==> src/rtl/udp_fifo_pkt_reader_pkg.sv <==
// Shared types and constants for the UDP loopback FIFO packet reader.
package udp_fifo_pkg;

    localparam int c_SKID_DEPTH = 2;
    localparam int c_SKID_CNT_W = $clog2(c_SKID_DEPTH + 1);
    localparam int c_LEN_WIDTH  = 16;

    typedef logic [c_LEN_WIDTH-1:0] len_t;

    typedef enum logic [1:0] {
        ST_IDLE     = 2'd0,
        ST_ANNOUNCE = 2'd1,
        ST_STREAM   = 2'd2,
        ST_SETTLE   = 2'd3
    } rd_state_t;

endpackage

==> src/rtl/udp_fifo_pkt_reader_skid2.sv <==
// Two-entry skid buffer that absorbs the FIFO's one-cycle read latency
// so the outgoing byte stream can run back-to-back.
module udp_fifo_skid2
    import udp_fifo_pkg::*;
#(
    parameter int c_DATA_WIDTH = 8
)
(
    input  logic                    i_clk,
    input  logic                    i_rst_n,
    input  logic                    i_push,
    input  logic [c_DATA_WIDTH-1:0] i_data,
    input  logic                    i_pop,
    output logic [c_DATA_WIDTH-1:0] o_data,
    output logic [c_SKID_CNT_W-1:0] o_count
);

    logic [c_DATA_WIDTH-1:0] r_mem [c_SKID_DEPTH];
    logic                    r_wr_ptr;
    logic                    r_rd_ptr;
    logic [c_SKID_CNT_W-1:0] r_count;

    always_ff @(posedge i_clk or negedge i_rst_n) begin
        if (!i_rst_n) begin
            for (int i = 0; i < c_SKID_DEPTH; i++) begin
                r_mem[i] <= '0;
            end
            r_wr_ptr <= 1'b0;
            r_rd_ptr <= 1'b0;
            r_count  <= '0;
        end else begin
            if (i_push) begin
                r_mem[r_wr_ptr] <= i_data;
                r_wr_ptr        <= ~r_wr_ptr;
            end
            if (i_pop) begin
                r_rd_ptr <= ~r_rd_ptr;
            end
            case ({i_push, i_pop})
                2'b10:   r_count <= r_count + 1'b1;
                2'b01:   r_count <= r_count - 1'b1;
                default: r_count <= r_count;
            endcase
        end
    end

    assign o_data  = r_mem[r_rd_ptr];
    assign o_count = r_count;

endmodule

==> src/rtl/udp_fifo_pkt_reader.sv <==
// Frames bytes buffered in the RX/TX FIFO into UDP packets: announces each
// packet to the transmitter, then drains exactly that many bytes as a stream.
//
// state    | meaning
// ST_IDLE  | watch water level, run flush timer, decide packet length
// ST_ANNOUNCE | one-cycle tx_start with tx_byte_num
// ST_STREAM   | read FIFO through skid buffer, hand bytes downstream
// ST_SETTLE   | two idle cycles so the registered level catches up
module udp_fifo_pkt_reader
    import udp_fifo_pkg::*;
#(
    parameter int c_RD_DEPTH_WIDTH = 11,
    parameter int c_DATA_WIDTH     = 8,
    parameter int c_MAX_PKT_LEN    = 1472,
    parameter int c_FLUSH_TIMEOUT  = 1024
)
(
    input  logic                      i_rclk,
    input  logic                      i_rrst_n,
    input  logic                      i_fifo_rempty,
    input  logic [c_RD_DEPTH_WIDTH:0] i_fifo_rd_level,
    input  logic [c_DATA_WIDTH-1:0]   i_fifo_rdata,
    output logic                      o_fifo_r_en,
    input  logic                      i_tx_busy,
    output logic                      o_tx_start,
    output logic [c_LEN_WIDTH-1:0]    o_tx_byte_num,
    output logic [c_DATA_WIDTH-1:0]   o_m_data,
    output logic                      o_m_valid,
    input  logic                      i_m_ready,
    output logic                      o_m_last,
    output logic                      o_pkt_done
);

    localparam int                      c_TMR_W   = $clog2(c_FLUSH_TIMEOUT + 1);
    localparam logic [c_TMR_W-1:0]      c_TMR_MAX = c_TMR_W'(c_FLUSH_TIMEOUT);
    localparam len_t                    c_MAX_LEN = len_t'(c_MAX_PKT_LEN);
    localparam logic [c_SKID_CNT_W:0]   c_OCC_LIM = (c_SKID_CNT_W + 1)'(c_SKID_DEPTH);

    rd_state_t              r_state;
    rd_state_t              w_state_nxt;
    logic [c_TMR_W-1:0]     r_timer;
    len_t                   r_len;
    len_t                   r_rd_left;
    len_t                   r_out_cnt;
    logic                   r_rd_pend;
    logic                   r_pkt_done;
    logic                   r_settle;

    len_t                   w_level;
    logic                   w_level_zero;
    logic                   w_level_full;
    logic                   w_go_full;
    logic                   w_go_flush;
    logic                   w_pop;
    logic                   w_last_hs;
    logic                   w_fifo_r_en;
    logic [c_SKID_CNT_W-1:0] w_skid_cnt;
    logic [c_SKID_CNT_W:0]  w_occ;

    assign w_level      = len_t'(i_fifo_rd_level);
    assign w_level_zero = (w_level == '0);
    assign w_level_full = (w_level >= c_MAX_LEN);

    udp_fifo_skid2 #(
        .c_DATA_WIDTH (c_DATA_WIDTH)
    ) u_skid (
        .i_clk   (i_rclk),
        .i_rst_n (i_rrst_n),
        .i_push  (r_rd_pend),
        .i_data  (i_fifo_rdata),
        .i_pop   (w_pop),
        .o_data  (o_m_data),
        .o_count (w_skid_cnt)
    );

    assign o_m_valid = (w_skid_cnt != '0);
    assign w_pop     = o_m_valid & i_m_ready;
    assign o_m_last  = o_m_valid && (r_out_cnt == (r_len - 1'b1));
    assign w_last_hs = w_pop & o_m_last;

    // Credit the byte leaving this cycle so reads continue back-to-back.
    assign w_occ = (c_SKID_CNT_W + 1)'(w_skid_cnt) + (c_SKID_CNT_W + 1)'(r_rd_pend)
                 - (c_SKID_CNT_W + 1)'(w_pop);

    assign w_fifo_r_en = (r_state == ST_STREAM) && (r_rd_left != '0) &&
                         !i_fifo_rempty && (w_occ < c_OCC_LIM);

    assign o_fifo_r_en   = w_fifo_r_en;
    assign o_tx_start    = (r_state == ST_ANNOUNCE);
    assign o_tx_byte_num = r_len;
    assign o_pkt_done    = r_pkt_done;

    always_comb begin
        w_state_nxt = r_state;
        w_go_full   = 1'b0;
        w_go_flush  = 1'b0;
        case (r_state)
            ST_IDLE: begin
                if (!i_tx_busy) begin
                    if (w_level_full) begin
                        w_go_full   = 1'b1;
                        w_state_nxt = ST_ANNOUNCE;
                    end else if ((r_timer == c_TMR_MAX) && !w_level_zero) begin
                        w_go_flush  = 1'b1;
                        w_state_nxt = ST_ANNOUNCE;
                    end
                end
            end
            ST_ANNOUNCE: w_state_nxt = ST_STREAM;
            ST_STREAM: begin
                if (w_last_hs) begin
                    w_state_nxt = ST_SETTLE;
                end
            end
            ST_SETTLE: begin
                if (r_settle) begin
                    w_state_nxt = ST_IDLE;
                end
            end
            default: w_state_nxt = ST_IDLE;
        endcase
    end

    always_ff @(posedge i_rclk or negedge i_rrst_n) begin
        if (!i_rrst_n) begin
            r_state    <= ST_IDLE;
            r_timer    <= '0;
            r_len      <= '0;
            r_rd_left  <= '0;
            r_out_cnt  <= '0;
            r_rd_pend  <= 1'b0;
            r_pkt_done <= 1'b0;
            r_settle   <= 1'b0;
        end else begin
            r_state    <= w_state_nxt;
            r_rd_pend  <= w_fifo_r_en;
            r_pkt_done <= w_last_hs;

            // Flush timer only ages a partial fill while idle; saturates.
            if ((r_state == ST_IDLE) && !w_level_zero && !w_level_full) begin
                if (r_timer != c_TMR_MAX) begin
                    r_timer <= r_timer + 1'b1;
                end
            end else begin
                r_timer <= '0;
            end

            if (w_go_full) begin
                r_len     <= c_MAX_LEN;
                r_rd_left <= c_MAX_LEN;
            end else if (w_go_flush) begin
                r_len     <= w_level;
                r_rd_left <= w_level;
            end else if (w_fifo_r_en) begin
                r_rd_left <= r_rd_left - 1'b1;
            end

            if (r_state == ST_ANNOUNCE) begin
                r_out_cnt <= '0;
            end else if (w_pop) begin
                r_out_cnt <= r_out_cnt + 1'b1;
            end

            if (r_state == ST_SETTLE) begin
                r_settle <= ~r_settle;
            end else begin
                r_settle <= 1'b0;
            end
        end
    end

endmodule

==> config.mk <==
export PLATFORM = sky130hd
export DESIGN_NAME = udp_fifo_pkt_reader
export DESIGN_NICKNAME = d
export VERILOG_FILES = /design/src/rtl/udp_fifo_pkt_reader_pkg.sv /design/src/rtl/udp_fifo_pkt_reader_skid2.sv /design/src/rtl/udp_fifo_pkt_reader.sv
export SDC_FILE = /design/constraint.sdc
export NUM_CORES = 1
export LEC_CHECK = 0
export CAP_MARGIN = 10
export CORE_MARGIN = 3
export CORE_UTILIZATION = 56
export DETAILED_ROUTE_END_ITERATION = 8
export HOLD_SLACK_MARGIN = 0.02
export PLACE_DENSITY = 0.84
export SLEW_MARGIN = 20
export SYNTH_ARGS = -nofsm -noshare
export SYNTH_HDL_FRONTEND = slang
export SYNTH_SLANG_ARGS = --single-unit
==> constraint.sdc <==
create_clock -name i_rclk -period 3.5 [get_ports i_rclk]
set_input_delay 0.7 -clock i_rclk [delete_from_list [all_inputs] [get_ports i_rclk]]
set_output_delay 0.7 -clock i_rclk [all_outputs]
set_load 0.005 [all_outputs]
==> results.yml, run 1 <==
clock_network:
  clock_insertion_delay_worst_skew_ns: 0.35
  h-tree-depth: 3
  cts.root.buffer_cell: "clkbuf_8"
  max-clock-path-buffers: 2
  clock_sink_count: 80
  cts_tree: "done"
  clkTransAtPathRegs_ns: 0.08
  holdBufCountCts: 0
  cts-buffers-inserted: 9
timing:
  final_period_minus_worst_setup_slack_ns: 3.36
  fmax_ghz: 0.298
  tightest_slew_ns: 0.960
  max_slew_headroom_pct: 36.0
  fin_setup_tns_ns: 0
  hold_viol: 0
  slew_viol_final: 0
  skew_ns: 0.0112
  unrepaired_setup_endpoints_after_global_routing: "no"
  timing.hold.ws_ns: 0.444
  report.final.setup_viol: 0
  layout_setup_ws_ns: 0.141
  fraction_of_the_cycle_the_final_worst_path_needs_pct: 96.0
layout:
  final_core_utilization_pct: 71.7
  fraction_of_layout_cells_with_a_size_suffix_above_1_pct: 17.7
  final_nets: 553
  diodes_inserted: 0
  area_growth_syn_to_layout_pct: 21.0
  stdcell_area_um2: 5370
pwr:
  cellInternalPower_mw: 2.11
  comb_power_share_pct: 37.3
  netSwitchingPower_mw: 1.05
  power.density_nw_per_um2: 588
  power_frac_seq_pct: 41.9
  cellLeakagePower_nw: 2.31
  peak_vdd_ir_v: 0.000284
  pwr-share-clk_pct: 20.8
  switching_share_pct: 33.2
grt:
  grt_pass1_vias: 3622
  aggregate_global_routing_overflow: 0
  grt_pass1_wl_mm: 16.5
  pin_count_of_the_biggest_net_entering_global_routing: 81
  grt_util_all_layers_pct: 23.6
  initial_antenna_violation_count: 0
floorplan:
  rows: 31
  die-height_um: 95.0
  die_w_um: 95.0
  design.portCount: 54
  initial_utilization_pct: 59.3
  die_area_um2: 9030
  core_area_um2: 7490
logic_synthesis:
  yosysMostFrequentCell: "dfrtp_1"
  yosys_warnings: 0
  yosys.cell_types.count: 66
  postSynth.asyncResetShare_pct: 100
  post_synth_mux_area_share_pct: 7.13
  main_combinational_cell_family_by_area_after_synthesis: "simple AND/OR/NAND/NOR gates"
  synth_seq_cells: 80
  synthCells: 448
  most_frequently_used_flop_master_after_synthesis: "dfrtp_1"
  synthXorXnorAreaFrac_pct: 10.3
  largest_cells_by_area_after_synthesis: "dfrtp_1 45%, mux2_2 6.3%, xor2_1 5.3%, nor2_1 5.1%, xnor2_1 4.3%"
  fraction_of_the_mapped_netlist_area_in_adder_cells_pct: 3.55
  synth_common_cells: "80 x dfrtp_1, 60 x nor2_1, 37 x nand2_1"
  synth_compound_gate_area_share_pct: 9.08
  synth_simple_gate_area_share_pct: 21.3
  sequential_element_share_of_the_synthesized_area_pct: 45.1
  number_of_synthesized_flops_with_an_enable_pin: 0
  post_synth.cell_area_avg_um2: 9.90
  yosysTopAreaCellShare_pct: 45.1
  post_synth_instance_area_um2: 4440
  netlist.top_cell.by_area: "dfrtp_1"
flow_run:
  max_cap_viol_count: 0
outcome:
  outcome: "finished clean"
route:
  post_drt_via_cell_ratio: 5.82
  drc_errors: 0
  drt-total-wl_mm: 9.65
  routedWlPerCell_um: 15.6
  drt-initial-drc-count: 180
  first_pass_iters: 5
  final_antenna_net_count: 0
  vias: 3608
placement:
  detailedPlace.worstSlack_ns: -0.389
  dpl-instance-area_um2: 5120
  place.gp.congestion: 0.881
  portBuffers: 49
  detailed_place_hpwl_mm: 7.09
worst_setup_path:
  worst_ep_required_time_ns: 2.80
  cp-end-kind: "output pin"
  critical_path.max_fanout: 2
  worst-setup-path-type: "reg2out"
  start_kind: "register"
  worstPathArrival_ns: 2.66
hold_path:
  min_path_type: "reg2reg"
path summary, 6_finish.rpt:
path,from,to,cells after the start,slack (ns)
max in group asynchronous,i_rrst_n,r_out_cnt[4]$_DFFE_PN0P_,1,2.37
worst max register to register,u_skid.o_count[1]$_DFFE_PN0P_,r_rd_left[15]$_DFFE_PN0P_,15,0.32
worst max-delay path,o_tx_byte_num[0]$_DFFE_PN0P_,o_m_last,9,0.14
worst min register to register,r_settle$_DFF_PN0_,r_settle$_DFF_PN0_,1,0.44
min in group asynchronous,i_rrst_n,r_timer[1]$_DFFE_PN0P_,1,0.51
worst min-delay path,r_settle$_DFF_PN0_,r_settle$_DFF_PN0_,1,0.44
stage by stage:
stage / total power [mW] / std cells
after global routing: 3.37 / 620
after CTS: 3.15 / 618
after detailed placement: 2.48 / 602
after global placement: 2.42 / 602
final: 3.16 / 620
after floorplan: 2.01 / 451
logic make-up (layout without fill, tap and decap cells):
group / after synthesis / after routing
and+or+nand+nor: 185 / 185
DFF: 80 / 80
AOI/OAI and AO/OA: 59 / 59
xor gates and xnor gates: 50 / 50
buffers and inverters: 33 / 103
muxes: 28 / 28
adders and majority gates: 12 / 12
other: 1 / 4
what timing repair did:
| item | in CTS | in global routing |
|---|---|---|
| buffers inserted | 0 | 2 |
| gates resized for setup | 12 | 8 |
| pin swaps | 6 | 5 |
| setup endpoints to repair | 2 | 3 |
per-layer routing:
metal / share of wire, % / global-route usage, % / vias to the layer above / wire [µm]
li1: - / - / 1695 / -
met1: 43 / 31.1 / 1772 / 4120
met2: 49 / 38.5 / 120 / 4740
met3: 6.3 / 5.13 / 21 / 605
met4: 1.9 / 8.41 / 0 / 180
met5: 0 / 0 / - / 0
power by group through the flow:
stage / sequential [mW] / combinational (mW) / clock (mW)
3_5_place_dp: 1.33 / 1.15 / 0
6_report: 1.32 / 1.18 / 0.657
3_3_place_gp: 1.31 / 1.10 / 0
2_1_floorplan: 1.27 / 0.737 / 0
4_1_cts: 1.32 / 1.17 / 0.664
5_1_grt: 1.35 / 1.31 / 0.718
critical path, cell delays in order, from the launching register on:
cell,delay (ns)
dfrtp_1,0.39
inv_2,0.08
ha_4,0.13
or4b_4,0.45
or3_4,0.33
a2111o_1,0.43
a211oi_2,0.19
nand2_1,0.09
nor2_1,0.10
buf_2,0.11
state kept, by name (all words and copies together) (netlist names), 2 cells and up:
name / cells
u_skid.r_mem: 16
r_timer: 11
r_rd_left: 16
u_skid.o_count: 2
r_state: 2
r_out_cnt: 16
o_tx_byte_num: 12
final cells by class:
cell class / count / area [µm²]
clock buffer: 11 / 131
clock inverter: 5 / 56.3
fill: 515 / 2120
inverter: 14 / 52.6
multi-input combinational: 338 / 2340
sequential: 80 / 2000
tap: 99 / 124
timing repair buffer: 73 / 661
placed cells by master, fill, tap and decap left out, types with 9 or more instances in the layout:
cell / count
nand3_1: 11
nor4_1: 13
or3_1: 9
xnor2_1: 22
nor2_1: 60
inv_1: 10
clkdlybuf4s50_1: 45
mux2_2: 25
buf_4: 25
clkbuf_8: 9
xor2_1: 27
ha_1: 10
nand2_1: 36
a21oi_1: 16
dfrtp_1: 80
No activity file was read; power rests on OpenSTA's default activity.
==> inputs of run 2 (changes only) <==
--- a/config.mk
+++ b/config.mk
@@ -7,10 +7,11 @@
 export LEC_CHECK = 0
 export CAP_MARGIN = 10
 export CORE_MARGIN = 3
-export CORE_UTILIZATION = 56
+export CORE_UTILIZATION = 45
+export CTS_CLUSTER_DIAMETER = 150
 export DETAILED_ROUTE_END_ITERATION = 8
 export HOLD_SLACK_MARGIN = 0.02
-export PLACE_DENSITY = 0.84
+export PLACE_DENSITY = 0.71
 export SLEW_MARGIN = 20
 export SYNTH_ARGS = -nofsm -noshare
 export SYNTH_HDL_FRONTEND = slang
==> results.yml, run 2 (same netlist as run 1, synthesis figures left out) <==
clock_network:
  cts_tree: "done"
  holdBufCountCts: 0
  cts.root.buffer_cell: "clkbuf_8"
  clkTransAtPathRegs_ns: 0.09
  cts-buffers-inserted: 9
  clock_insertion_delay_worst_skew_ns: 0.35
  clock_sink_count: 80
  h-tree-depth: 3
  max-clock-path-buffers: 2
worst_setup_path:
  cp-end-kind: "output pin"
  worst_ep_required_time_ns: 2.80
  worst-setup-path-type: "reg2out"
  worstPathArrival_ns: 2.69
  crit_path_cell_trace: "inv_2 -> ha_4 -> or4b_4 -> or3_1 -> a2111o_1 -> a211oi_2 -> nand2_1 -> nor2_2 -> buf_2"
  start_kind: "register"
  critPathLaunch: "o_tx_byte_num[0]$_DFFE_PN0P_"
  worst_path_max_delay_cell: "or4b_4"
  cp_top_family: "simple AND/OR/NAND/NOR gates"
  critical_path.reg2reg.startpoint: "o_tx_byte_num[0]$_DFFE_PN0P_"
  timing.critical_path.buf_inv: 2
  timing.critical_path.slowest_cell_delay_ns: 0.45
  critical_path.max_fanout: 2
route:
  final_antenna_net_count: 0
  m1WireLength_mm: 4.48
  routedWlPerCell_um: 15.0
  drt-total-wl_mm: 9.79
  detailroute.wirelength.met3_um: 355
  vias: 3450
  post_drt_via_cell_ratio: 5.30
  drt-initial-drc-count: 148
  first_pass_iters: 4
  route.top_layer_used: "met4"
  drc_errors: 0
  detailroute.wirelength.met2_mm: 4.82
floorplan:
  die_w_um: 105
  design.portCount: 54
  rows: 35
  initial_utilization_pct: 47.1
  core_area_um2: 9420
  die_area_um2: 11100
  die-height_um: 105
timing:
  final_period_minus_worst_setup_slack_ns: 3.39
  unrepaired_setup_endpoints_after_global_routing: "yes"
  layout_setup_ws_ns: 0.115
  skew_ns: 0.0103
  tightest_slew_ns: 0.746
  report.final.setup_viol: 0
  hold_viol: 0
  timing.hold.ws_ns: 0.350
  fin_setup_tns_ns: 0
  slew_viol_final: 0
  fmax_ghz: 0.295
  max_slew_headroom_pct: 50.1
  fraction_of_the_cycle_the_final_worst_path_needs_pct: 96.7
layout:
  final_nets: 554
  area_growth_syn_to_layout_pct: 23.5
  diodes_inserted: 0
  largest_registers: "r_out_cnt (16), r_rd_left (16), u_skid.r_mem (16)"
  final_core_utilization_pct: 58.2
  layout_commonest_cell: "dfrtp_1"
  stdcell_area_um2: 5480
  layout_common_cells: "80 x dfrtp_1, 59 x nor2_1, 45 x clkdlybuf4s50_1, 36 x nand2_1, 27 x xor2_1"
  filler_instances: 810
  fraction_of_layout_cells_with_a_size_suffix_above_1_pct: 18.2
  fin_cells: 651
outcome:
  outcome: "finished clean"
grt:
  initial_antenna_violation_count: 0
  grt_pass1_vias: 3490
  grt_util_all_layers_pct: 18.8
  grt_pass1_wl_mm: 16.8
  aggregate_global_routing_overflow: 0
  pin_count_of_the_biggest_net_entering_global_routing: 81
placement:
  dpl-instance-area_um2: 5170
  place.gp.congestion: 0.945
  portBuffers: 49
  detailed_place_hpwl_mm: 7.11
  place.detailed.instances: 633
  detailedPlace.worstSlack_ns: -0.365
pwr:
  peak_vdd_ir_v: 0.000259
  cellLeakagePower_nw: 2.35
  finalPower_mw: 3.31
  power.density_nw_per_um2: 605
flow_run:
  max_cap_viol_count: 0
hold_path:
  min_path_type: "in2async"
[run 2: cell types whose count changed in the layout (fill, tap and decap cells not counted), sizes merged]
cell / before / now
bufinv: 1 / 3
buf: 27 / 28
clkbuf: 11 / 9
inv: 15 / 16
clkinvlp: 1 / 0
[run 2: routing by layer]
| metal | vias up | GRT usage, % |
|---|---|---|
| met5 | - | 0 |
| met4 | 0 | 6.84 |
| met3 | 12 | 3.06 |
| met2 | 67 | 31.1 |
| met1 | 1682 | 24.9 |
| li1 | 1689 | - |
[run 2: final timing paths]
path                            cells after the start                            to  slack (ns)
min in group i_rclk                                 1            r_settle$_DFF_PN0_        0.44
worst max-delay path                                9                      o_m_last        0.11
worst max register to register                     10        r_state[1]$_DFFE_PN0P_        0.32
worst min register to register                      1            r_settle$_DFF_PN0_        0.44
max in group asynchronous                           1      r_out_cnt[5]$_DFFE_PN0P_        2.61
worst min-delay path                                1  o_tx_byte_num[6]$_DFFE_PN0P_        0.35
[run 2: final cells by class]
class                   instances  area (µm²)  share of cell area, %
repair buffers                 74         672                   12.3
multi-input cells             338        2340                   42.7
clock inverters                 7         128                   2.33
well taps                     129         161                   2.95
flip-flops and latches         80        2000                   36.5
clock buffers                   9         124                   2.26
inverters                      14        52.6                  0.959
[run 2: report_power, final]
part           total [mW]  switching, mW  internal [mW]
Clock               0.847          0.363          0.484
Sequential           1.31          0.183           1.13
Combinational        1.15          0.517          0.634
Total                3.31           1.06           2.25
[run 2: repair_timing]
item / 4_1_cts / 5_1_grt
setup buffers: 2 / 0
pin swaps: 7 / 3
endpoints found under the setup margin: 2 / 5
gates cloned: 0 / 0
resized for setup: 13 / 7
==> inputs of run 3 (changes only) <==
--- a/config.mk
+++ b/config.mk
@@ -8,10 +8,11 @@
 export CAP_MARGIN = 10
 export CORE_MARGIN = 3
 export CORE_UTILIZATION = 45
+export CTS_BUF_LIST = sky130_fd_sc_hd__clkbuf_16
 export CTS_CLUSTER_DIAMETER = 150
 export DETAILED_ROUTE_END_ITERATION = 8
 export HOLD_SLACK_MARGIN = 0.02
-export PLACE_DENSITY = 0.71
+export PLACE_DENSITY = 0.73
 export SLEW_MARGIN = 20
 export SYNTH_ARGS = -nofsm -noshare
 export SYNTH_HDL_FRONTEND = slang
==> constraint.sdc (replaced) <==
create_clock -name i_rclk -period 3.05 [get_ports i_rclk]
set_input_delay 0.61 -clock i_rclk [delete_from_list [all_inputs] [get_ports i_rclk]]
set_output_delay 0.61 -clock i_rclk [all_outputs]
set_load 0.005 [all_outputs]
==> results.yml, run 3 (same netlist as run 1, synthesis figures left out) <==
clock_network:
  clock_sink_count: 80
  h-tree-depth: 3
  cts.root.buffer_cell: "clkbuf_16"
  cts-buffers-inserted: 9
  cts_tree: "done"
  clock_insertion_delay_worst_skew_ns: 0.33
  clkTransAtPathRegs_ns: 0.06
  max-clock-path-buffers: 2
  holdBufCountCts: 0
floorplan:
  die-height_um: 105
  core_area_um2: 9420
  rows: 35
  design.portCount: 54
  die_w_um: 105
  initial_utilization_pct: 47.1
  die_area_um2: 11100
layout:
  layout_common_cells: "80 x dfrtp_1, 59 x nor2_1, 45 x clkdlybuf4s50_1, 43 x buf_4, 35 x nand2_1"
  fraction_of_layout_cells_with_a_size_suffix_above_1_pct: 23.0
  final_core_utilization_pct: 61.4
  layout_commonest_cell: "dfrtp_1"
  largest_registers: "r_out_cnt (16), r_rd_left (16), u_skid.r_mem (16)"
  area_growth_syn_to_layout_pct: 30.4
  diodes_inserted: 0
  final_nets: 573
  stdcell_area_um2: 5780
route:
  drt-total-wl_mm: 10.5
  drt-initial-drc-count: 139
  post_drt_via_cell_ratio: 5.42
  drc_errors: 0
  routedWlPerCell_um: 15.6
  vias: 3629
  final_antenna_net_count: 0
  first_pass_iters: 4
grt:
  initial_antenna_violation_count: 0
  grt_pass1_vias: 3656
  grt_pass1_wl_mm: 17.4
  aggregate_global_routing_overflow: 0
  pin_count_of_the_biggest_net_entering_global_routing: 81
  grt_util_all_layers_pct: 19.4
timing:
  layout_setup_ws_ns: -0.178
  slew_viol_final: 0
  final_period_minus_worst_setup_slack_ns: 3.23
  tightest_slew_ns: 1.00
  unrepaired_setup_endpoints_after_global_routing: "yes"
  timing.hold.ws_ns: 0.436
  max_slew_headroom_pct: 33.1
  fmax_ghz: 0.310
  skew_ns: 0.00595
  hold_viol: 0
  report.final.setup_viol: 2
  fraction_of_the_cycle_the_final_worst_path_needs_pct: 106
worst_setup_path:
  cp-end-kind: "output pin"
  critPathLaunch: "o_tx_byte_num[1]$_DFFE_PN0P_"
  critical_path.reg2reg.startpoint: "o_tx_byte_num[1]$_DFFE_PN0P_"
  worst_path_max_delay_cell: "or4b_4"
  start_kind: "register"
  critical_path.max_fanout: 2
  ff2ff_path_depth: 9
  worst_ep_required_time_ns: 2.44
  worst-setup-path-type: "reg2out"
  timing.critical_path.slowest_cell_delay_ns: 0.46
  crit_path_cell_trace: "inv_2 -> ha_4 -> or4b_4 -> or3_1 -> a2111o_1 -> a211oi_2 -> nand2_1 -> nor2_2 -> buf_2"
  worstPathArrival_ns: 2.62
pwr:
  peak_vdd_ir_v: 0.000387
  cellLeakagePower_nw: 2.48
  power.density_nw_per_um2: 706
placement:
  portBuffers: 49
  place.gp.congestion: 0.928
  detailed_place_hpwl_mm: 7.34
  dpl-instance-area_um2: 5270
flow_run:
  max_cap_viol_count: 0
outcome:
  violations_in_the_final_reports: "negative setup slack"
  outcome: "finished with violations"
hold_path:
  min_path_type: "in2async"
==> run 3: cell count changes in the layout (fill, tap and decap cells not counted), moves of 2 or more <==
| cell | change |
|---|---|
| a21oi_1 | -2 |
| nor4_4 | +4 |
| nor4_1 | -4 |
| bufinv_16 | -2 |
| buf_4 | +18 |
| clkbuf_8 | -9 |
| clkbuf_16 | +9 |
==> run 3: final cells by class <==
class                      count  area (µm²)
clock buffer                   9         225
clock inverter                 6        62.6
fill                         777        3630
inverter                      14        52.6
multi-input combinational    338        2460
sequential                    80        2000
tap                          129         161
timing repair buffer          93         818
==> run 3: power by group <==
group          switching (mW)  internal, mW  total, mW
registers               0.230          1.30       1.53
logic                   0.686         0.821       1.51
clock network           0.420         0.626       1.05
total                    1.34          2.75       4.08
==> run 3: critical path, delay by kind of cell (launching register included) <==
kind	cells	cell delay, ns
AND/OR/NAND/NOR	4	0.98
buffers and inverters	2	0.21
adder cells (fa/ha/maj)	1	0.13
flip-flops	1	0.40
AO/OA/AOI/OAI	2	0.57
==> run 3: routing by layer <==
metal / part of all wire, % / track usage [%] / up-vias
met1: 42 / 24.6 / 1756
li1: - / - / 1738
met2: 50 / 33.2 / 119
met3: 5.6 / 2.94 / 16
met5: 0 / 0 / -
met4: 1.8 / 7.87 / 0
==> run 3: final timing paths <==
| check | to | slack [ns] |
|---|---|---|
| min in group i_rclk | r_settle$_DFF_PN0_ | 0.44 |
| max in group asynchronous | o_tx_byte_num[5]$_DFFE_PN0P_ | 1.96 |
| setup reg to reg | r_state[1]$_DFFE_PN0P_ | 0.05 |
| setup / recovery | o_m_last | -0.18 |
| hold / removal | r_out_cnt[11]$_DFFE_PN0P_ | 0.44 |
| hold reg to reg | r_settle$_DFF_PN0_ | 0.44 |
==> run 3: what timing repair did <==
item / CTS / global route
resized for setup: 21 / 22
pin swaps: 11 / 12
endpoints found under the hold margin: 0 / 0
setup buffers: 3 / 5
endpoints found under the setup margin: 11 / 15
==> run 3: metrics by stage <==
stage / std cells / setup TNS [ns] / setup WS, ns / total power [mW]
after floorplan: 451 / 0 / 0.00479 / 2.31
after global placement: 646 / -5.27 / -0.636 / 2.80
after detailed placement: 646 / -6.00 / -0.641 / 2.86
after CTS: 664 / -0.331 / -0.206 / 3.98
after global routing: 669 / -1.01 / -0.303 / 4.33
final: 669 / -0.302 / -0.178 / 4.08
